[config.mk]
export PLATFORM = sky130hd
export DESIGN_NAME = iq_width_downconv
export DESIGN_NICKNAME = d
export VERILOG_FILES = /design/src/rtl/iq_width_downconv.sv
export SDC_FILE = /design/constraint.sdc
export NUM_CORES = 1
export LEC_CHECK = 0
export ABC_AREA = 1
export CAP_MARGIN = 30
export CORE_ASPECT_RATIO = 0.9
export CORE_MARGIN = 2
export CORE_UTILIZATION = 40
export DETAILED_ROUTE_END_ITERATION = 6
export PLACE_DENSITY = 0.59
export SYNTH_ARGS = -nofsm -noshare
export SYNTH_HDL_FRONTEND = slang
export SYNTH_SLANG_ARGS = --single-unit
[constraint.sdc]
create_clock -name clk -period 5.8 [get_ports clk]
set_input_delay 1.16 -clock clk [delete_from_list [all_inputs] [get_ports clk]]
set_output_delay 1.16 -clock clk [all_outputs]
set_load 0.03 [all_outputs]
[src/rtl/iq_width_downconv.sv]
// IQ width down-converter: buffers wide real/imag word pairs in a small FIFO and
// streams them out as RATIO narrow lanes with first/last markers.
module iq_width_downconv #(
    parameter int DIN_WIDTH  = 32,
    parameter int DOUT_WIDTH = 16,
    parameter int FIFO_DEPTH = 4,
    parameter int LSB_FIRST  = 1
) (
    input  logic                          clk,
    input  logic                          rst_n,
    input  logic                          s_valid,
    output logic                          s_ready,
    input  logic [DIN_WIDTH-1:0]          s_real,
    input  logic [DIN_WIDTH-1:0]          s_imag,
    output logic                          m_valid,
    input  logic                          m_ready,
    output logic [DOUT_WIDTH-1:0]         m_real,
    output logic [DOUT_WIDTH-1:0]         m_imag,
    output logic                          m_first,
    output logic                          m_last,
    output logic [$clog2(FIFO_DEPTH):0]   fifo_level
);

    localparam int RATIO = DIN_WIDTH / DOUT_WIDTH;
    localparam int CNT_W = $clog2(RATIO);
    localparam int PTR_W = $clog2(FIFO_DEPTH);
    localparam int LVL_W = PTR_W + 1;

    localparam logic [CNT_W-1:0] LAST_LANE  = CNT_W'(RATIO - 1);
    localparam logic [CNT_W-1:0] CNT_ONE    = CNT_W'(1);
    localparam logic [PTR_W-1:0] PTR_ONE    = PTR_W'(1);
    localparam logic [LVL_W-1:0] LVL_ONE    = LVL_W'(1);
    localparam logic [LVL_W-1:0] FULL_LEVEL = LVL_W'(FIFO_DEPTH);

    if ((DIN_WIDTH % DOUT_WIDTH) != 0 || RATIO < 2) begin : g_bad_ratio
        $error("iq_width_downconv: DIN_WIDTH must be a multiple (>=2x) of DOUT_WIDTH");
    end
    if (FIFO_DEPTH < 2 || (FIFO_DEPTH & (FIFO_DEPTH - 1)) != 0) begin : g_bad_depth
        $error("iq_width_downconv: FIFO_DEPTH must be a power of two >= 2");
    end

    logic [DIN_WIDTH-1:0]  mem_real [FIFO_DEPTH];
    logic [DIN_WIDTH-1:0]  mem_imag [FIFO_DEPTH];
    logic [PTR_W-1:0]      wr_ptr;
    logic [PTR_W-1:0]      rd_ptr;
    logic [LVL_W-1:0]      level;
    logic [CNT_W-1:0]      cnt;
    logic                  out_of_reset;

    logic                  fifo_empty;
    logic                  push;
    logic                  load;
    logic                  pop;
    logic [CNT_W-1:0]      lane_sel;
    logic [31:0]           lane_shift;
    logic [DOUT_WIDTH-1:0] lane_real;
    logic [DOUT_WIDTH-1:0] lane_imag;

    // s_ready looks only at the registered level, so a full FIFO stays closed
    // even on a cycle where the head word is being popped.
    assign fifo_empty = (level == '0);
    assign s_ready    = out_of_reset && (level != FULL_LEVEL);
    assign push       = s_valid && s_ready;
    assign load       = (!m_valid || m_ready) && !fifo_empty;
    assign pop        = load && (cnt == LAST_LANE);
    assign fifo_level = level;

    always_comb begin
        lane_sel   = (LSB_FIRST != 0) ? cnt : (LAST_LANE - cnt);
        lane_shift = 32'(lane_sel) * 32'(DOUT_WIDTH);
        lane_real  = DOUT_WIDTH'(mem_real[rd_ptr] >> lane_shift);
        lane_imag  = DOUT_WIDTH'(mem_imag[rd_ptr] >> lane_shift);
    end

    always_ff @(posedge clk) begin
        if (push) begin
            mem_real[wr_ptr] <= s_real;
            mem_imag[wr_ptr] <= s_imag;
        end
    end

    // The head word stays in the FIFO until its last lane is loaded, so cnt can
    // only be non-zero while the FIFO holds at least one word.
    always_ff @(posedge clk) begin
        if (!rst_n) begin
            out_of_reset <= 1'b0;
            wr_ptr       <= '0;
            rd_ptr       <= '0;
            level        <= '0;
            cnt          <= '0;
        end else begin
            out_of_reset <= 1'b1;
            if (push) begin
                wr_ptr <= wr_ptr + PTR_ONE;
            end
            if (pop) begin
                rd_ptr <= rd_ptr + PTR_ONE;
            end
            case ({push, pop})
                2'b10:   level <= level + LVL_ONE;
                2'b01:   level <= level - LVL_ONE;
                default: level <= level;
            endcase
            if (load) begin
                cnt <= pop ? '0 : (cnt + CNT_ONE);
            end
        end
    end

    always_ff @(posedge clk) begin
        if (!rst_n) begin
            m_valid <= 1'b0;
            m_real  <= '0;
            m_imag  <= '0;
            m_first <= 1'b0;
            m_last  <= 1'b0;
        end else if (load) begin
            m_valid <= 1'b1;
            m_real  <= lane_real;
            m_imag  <= lane_imag;
            m_first <= (cnt == '0);
            m_last  <= (cnt == LAST_LANE);
        end else if (m_ready) begin
            m_valid <= 1'b0;
            m_real  <= '0;
            m_imag  <= '0;
            m_first <= 1'b0;
            m_last  <= 1'b0;
        end
    end

endmodule

==> results.tsv, run 1 <==
metric	value	unit
outcome	complete, no violations	
post-DP HPWL	17.9	mm
RSZ-0062 raised after global routing	false	
core area	31900	sq um
die width	194	um
Worst Reg2Reg Path Length in Cells	11	
# port buffers	106	
cell chain of the critical path	clkdlybuf4s50_1 -> inv_2 -> nand2_2 -> nand3_2 -> inv_2 -> ha_1 -> inv_1 -> fa_1 -> a21oi_1 -> o21ai_0 -> o21ai_0 -> a21oi_1	
CP endpoint	fifo_level[2]	
Hold Vio Cnt, Final	0	
H-Tree Depth	2	
R2R Setup Slk	3.19	ns
met1 wire length	14.1	mm
Area contributors post-synth	edfxtp_1 (59%), nand2_1 (12%), inv_1 (8.7%), nand3_1 (7.5%), dfxtp_1 (7.1%)	
Clock Path Buffers	3	
Worst Path Buf+Inv	4	
initial antenna violation count	0	
RR Endpoint	fifo_level[2]	
Met3 Wirelength	1.31	mm
Peak Freq	271	MHz
Clock Skew	0.0156	ns
vias in the first global route	8165	
synth unique cells	23	
Mapped Area	13000	sq um
Worst slew margin	0.377	
DRC	0	
Root Driver	clkbuf_16	
period utilization	0.635	
number of max-cap violations	0	
top-area cell type share of the netlist area	0.593	
die area	33900	sq um
Num CTS Buffers	34	
gr usage total	0.176	
class of the worst hold path	reg2reg	
Levels on crit path	12	
ANT nets after route	0	
Crit-path slowest cell	inv_2	
Mapped Avg Cell Area	9.82	sq um
site row count	62	
placer congestion estimate	0.743	
nature of the critical path startpoint	input port	
Synth Warn #	0	
EDFF count, synth	256	
# IOs	107	
ant diodes	0	
cell taking the most area after synthesis	edfxtp_1	
Area Overhead vs Synth	20.3	%
worst hold margin	0.509	ns
first-pass GRT wire length	46.3	mm
Top Layer Used	met4	
CTS tree	built	
crit-path max FO	35	
initial cell density of the core	0.406	
clock-pin transition on the worst setup and hold timing paths	0.06	ns
crit path from	m_ready	
register area share after synthesis	0.664	
Die Y-Extent	175	um
# setup viols final	0	
postcts setup bufs	0	
met2 WL	13.8	mm
WL/cell	16.0	um
setup TNS	0	ns
drt total wl	29.8	mm
via count	8599	
CP delay by family, top	buffers and inverters	
r2r startpoint	fifo_level[1]	
Synth Register Bits	302	
largest net degree at the start of global routing	65	
gr ovfl total	0	
Mapped Cells	1320	
maximum vdd drop	0.000197	V
Top FF cell, synth	edfxtp_1	
commonest cells in the netlist	nand2_1 (420), inv_1 (301), edfxtp_1 (256)	
actual slew at the worst max-slew pin	0.935	ns
hold-fix buffer count after cts	0	
CP arrival	4.07	ns
CP Class	in2reg	
clk sinks	302	
Power Density	333	nW/um^2
Tmin final	3.68	ns
crit path capture type	flop	
Worst EP required	6.18	ns
DRT Pass-1 Iters	7	
Initial DRC Count	610	
Leak	0.00695	uW
most common cell in the netlist	nand2_1	
Clock Latency Late Sink	0.51	ns
max incr delay on CP	0.54	ns
drt via density	4.62	
Gates resized, CTS repair	0	
share of cells above drive strength 1	0.0581	
Post-synth ARST share	0	
fin. max-slew vios	0	
Final #Nets	1494	
Syn Nets	1394	
[tightest hold or removal path: stages, from the launching register on]
cell and delay, ns:
dfxtp_1 0.32, nand3_1 0.08, a21oi_1 0.06
[sequential cells by signal (all words and copies together) (netlist names), named ones only]
signal        flops
fifo_level        3
out_of_reset      1
mem_real        128
mem_imag        128
m_last            1
m_valid           1
rd_ptr            2
wr_ptr            2
m_imag           16
m_first           1
m_real           16
cnt               1
[cells by family (layout without fill, tap and decap cells)]
group,after synthesis,after routing,synth area share
buffers and inverters,363,489,0.117
AND/OR/NAND/NOR,632,632,0.205
AO/OA/AOI/OAI,17,17,0.00676
adder cells (fa/ha/maj),6,6,0.00637
flip-flops,302,302,0.664
[per-stage QoR]
step	cell area, sq um	worst slack, ns	std cells	util	power, uW
final	15600	2.12	1862	0.489	5180
after global routing	15600	1.91	1862	0.489	5370
after CTS	15600	2.14	1862	0.489	5230
after detailed placement	14400	1.62	1800	0.453	3060
after global placement	14300	1.59	1794	0.448	3050
after floorplan	13000	1.22	1320	-	2850
[worst min path at each step]
| stage | startpoint | endpoint | cells past startpoint |
|---|---|---|---|
| global route | m_first | m_first | 2 |
| detailed placement | m_first | m_first | 2 |
| floorplan | wr_ptr[1] | wr_ptr[1] | 2 |
| global placement | m_last | m_last | 2 |
| CTS | m_first | m_first | 2 |
| finish | m_first | m_first | 2 |
[cells in the final DEF (no fill, tap or decap)]
master	instances
clkinv_1	8
fa_1	1
clkinvlp_4	1
dfxtp_4	1
buf_4	9
nor2_4	4
nand3_1	195
bufinv_16	4
a21oi_1	9
nand2_1	420
dfxtp_1	44
nor2_8	1
clkdlybuf4s50_1	106
a21boi_0	1
dfxtp_2	1
nand2_4	1
clkbuf_16	37
nor2_2	1
nand2_2	2
clkinv_2	10
inv_1	301
o21ai_0	7
ha_1	5
nor3b_1	1
nand3_2	1
edfxtp_1	256
buf_16	6
inv_2	4
clkbuf_1	2
nor2_1	6
clkbuf_8	1
[cell type report]
class / count / area (sq um)
Tap cell: 416 / 520
Inverter: 306 / 1150
Multi-Input combinational cell: 655 / 2860
Clock inverter: 22 / 203
Timing Repair Buffer: 121 / 1290
Clock buffer: 40 / 947
Fill cell: 2851 / 16300
Sequential cell: 302 / 8610
[power by group]
group	switching, uW	total [uW]	internal (uW)
logic	342	533	190
registers	45.1	2480	2440
clock network	828	2170	1340
total	1220	5180	3970
[metal layers]
| layer | vias to the layer above | global-route usage |
|---|---|---|
| li1 | 4316 | - |
| met1 | 4077 | 0.255 |
| met2 | 170 | 0.283 |
| met3 | 36 | 0.0245 |
| met4 | 0 | 0.0442 |
| met5 | - | 0 |
(Power assumes the default switching activity.)
==> run 2: changes to the inputs <==
Settings changed: PLACE_DENSITY 0.59 to 0.61.
Clock period 5.8 ns to 3.25 ns, I/O delays scaled along.
==> run 2 against run 1 <==
First-iteration DRC count up 11%. Via count down 1.2%. Worst setup slack worse by 1.4 ns. Flip-flop and latch count unchanged. Critical path depth down 9. Non-clock buffer count up 4. Largest power group unchanged. Worst hold slack better by 0.0023 ns. Clock power up 71%.
==> results.tsv, run 2 (synthesis results as in run 1) <==
metric	value	unit
initial antenna violation count	2	
Die Y-Extent	175	um
CP arrival	1.84	ns
die area	33900	sq um
Num CTS Buffers	34	
vias in the first global route	8087	
final core utilization	0.488	
CTS tree	built	
post-DP HPWL	17.3	mm
Gates resized, CTS repair	0	
Worst Reg2Reg Path Length in Cells	11	
Filler Cell Count	2839	
Area Overhead vs Synth	20.1	%
DRC	0	
share of cells above drive strength 1	0.0572	
placer congestion estimate	0.764	
clk sinks	302	
gr ovfl total	0	
clock-pin transition on the worst setup and hold timing paths	0.06	ns
# setup viols final	0	
initial cell density of the core	0.406	
area of the multi-input gates	2860	sq um
maximum vdd drop	0.000292	V
class of the worst hold path	reg2reg	
crit path capture type	output port	
Tot Pwr	9090	uW
crit-path max FO	4	
Initial DRC Count	676	
via count	8494	
RSZ-0062 raised after global routing	false	
site row count	62	
drt via density	4.55	
WL/cell	15.7	um
postcts setup bufs	0	
die width	194	um
period utilization	0.765	
hold path cells	2	
Peak Freq	402	MHz
Tmin final	2.49	ns
fin. max-slew vios	0	
commonest non-fill, non-tap cell in the layout	nand2_1	
# port buffers	106	
H-Tree Depth	2	
DRT Pass-1 Iters	5	
Root Driver	clkbuf_16	
Power Density	584	nW/um^2
nature of the critical path startpoint	flop	
Worst EP required	2.60	ns
Worst slew margin	0.380	
first-pass GRT wire length	46.6	mm
ANT nets after route	0	
largest net degree at the start of global routing	89	
number of max-cap violations	0	
hold-fix buffer count after cts	0	
Clock Skew	0.0107	ns
most frequent cells in the layout	nand2_1 (420), inv_1 (301), edfxtp_1 (256)	
Clock Path Buffers	3	
r2r startpoint	fifo_level[1]	
drt total wl	29.3	mm
Final #Nets	1498	
Hold Path End	m_last	
Hold Vio Cnt, Final	0	
Leak	0.00692	uW
actual slew at the worst max-slew pin	0.930	ns
RR Endpoint	fifo_level[2]	
gr usage total	0.177	
register area	8610	sq um
Clock Latency Late Sink	0.50	ns
outcome	complete, no violations	
R2R Setup Slk	1.23	ns
# IOs	107	
Regs by FF count	mem_imag x128, mem_real x128	
core area	31900	sq um
min-delay src	m_last	
CP Class	reg2out	
## run 2: changes by cell type in the layout (fill, tap and decap cells not counted), sizes merged
| cell | change |
|---|---|
| clkbuf | +5 |
| buf | +4 |
| clkinv | -6 |
| diode | +1 |
| clkinvlp | +3 |
| bufinv | -2 |
## run 2: worst max-delay path by stage
stage | start | end | slack [ns] | cells after the start
after floorplan | fifo_level[1] | mem_imag[0][0] | -0.85 | 4
after global placement | m_ready | fifo_level[2] | 0.51 | 12
after detailed placement | m_ready | fifo_level[2] | 0.59 | 12
after CTS | fifo_level[1] | s_ready | 0.72 | 3
after global routing | fifo_level[1] | s_ready | 0.62 | 3
final | fifo_level[1] | s_ready | 0.76 | 3
## run 2: worst max-delay path, stage by stage (launching register included)
cell             delay, ns
dfxtp_1               0.41
nor2_2                0.08
a21boi_0              0.16
clkdlybuf4s50_1       0.69
## run 2: power breakdown
| group | internal (uW) | total, uW | switching [uW] |
|---|---|---|---|
| clock | 2230 | 3710 | 1480 |
| sequential | 4350 | 4420 | 75.9 |
| combinational | 349 | 960 | 611 |
| total | 6930 | 9090 | 2160 |
## run 2: through the flow
stage / hold WS (ns) / setup slack, ns / area (sq um) / setup TNS (ns) / std cells
after floorplan: 0.490 / -0.846 / 13000 / -216.66 / 1320
after global placement: 0.512 / 0.506 / 14500 / 0 / 1804
after detailed placement: 0.494 / 0.592 / 14500 / 0 / 1804
after CTS: 0.511 / 0.717 / 15600 / 0 / 1866
after global routing: 0.546 / 0.617 / 15600 / 0 / 1866
final: 0.512 / 0.764 / 15600 / 0 / 1867
## run 2: area by class of cell
type / instances / share of cell area
sequential: 302 / 0.553
multi-input combinational: 655 / 0.184
timing repair buffer: 125 / 0.0854
inverter: 306 / 0.0739
clock buffer: 45 / 0.0614
tap: 416 / 0.0334
clock inverter: 17 / 0.00876
antenna: 1 / 0.000161
## run 2: metal layers
metal	track usage	vias up	wire length (um)	share of wire
li1	-	4325	-	-
met1	0.254	3919	13800	0.47
met5	0	-	13	0.00044
met4	0.0458	2	591	0.020
met3	0.0357	48	1770	0.060
met2	0.274	200	13200	0.45
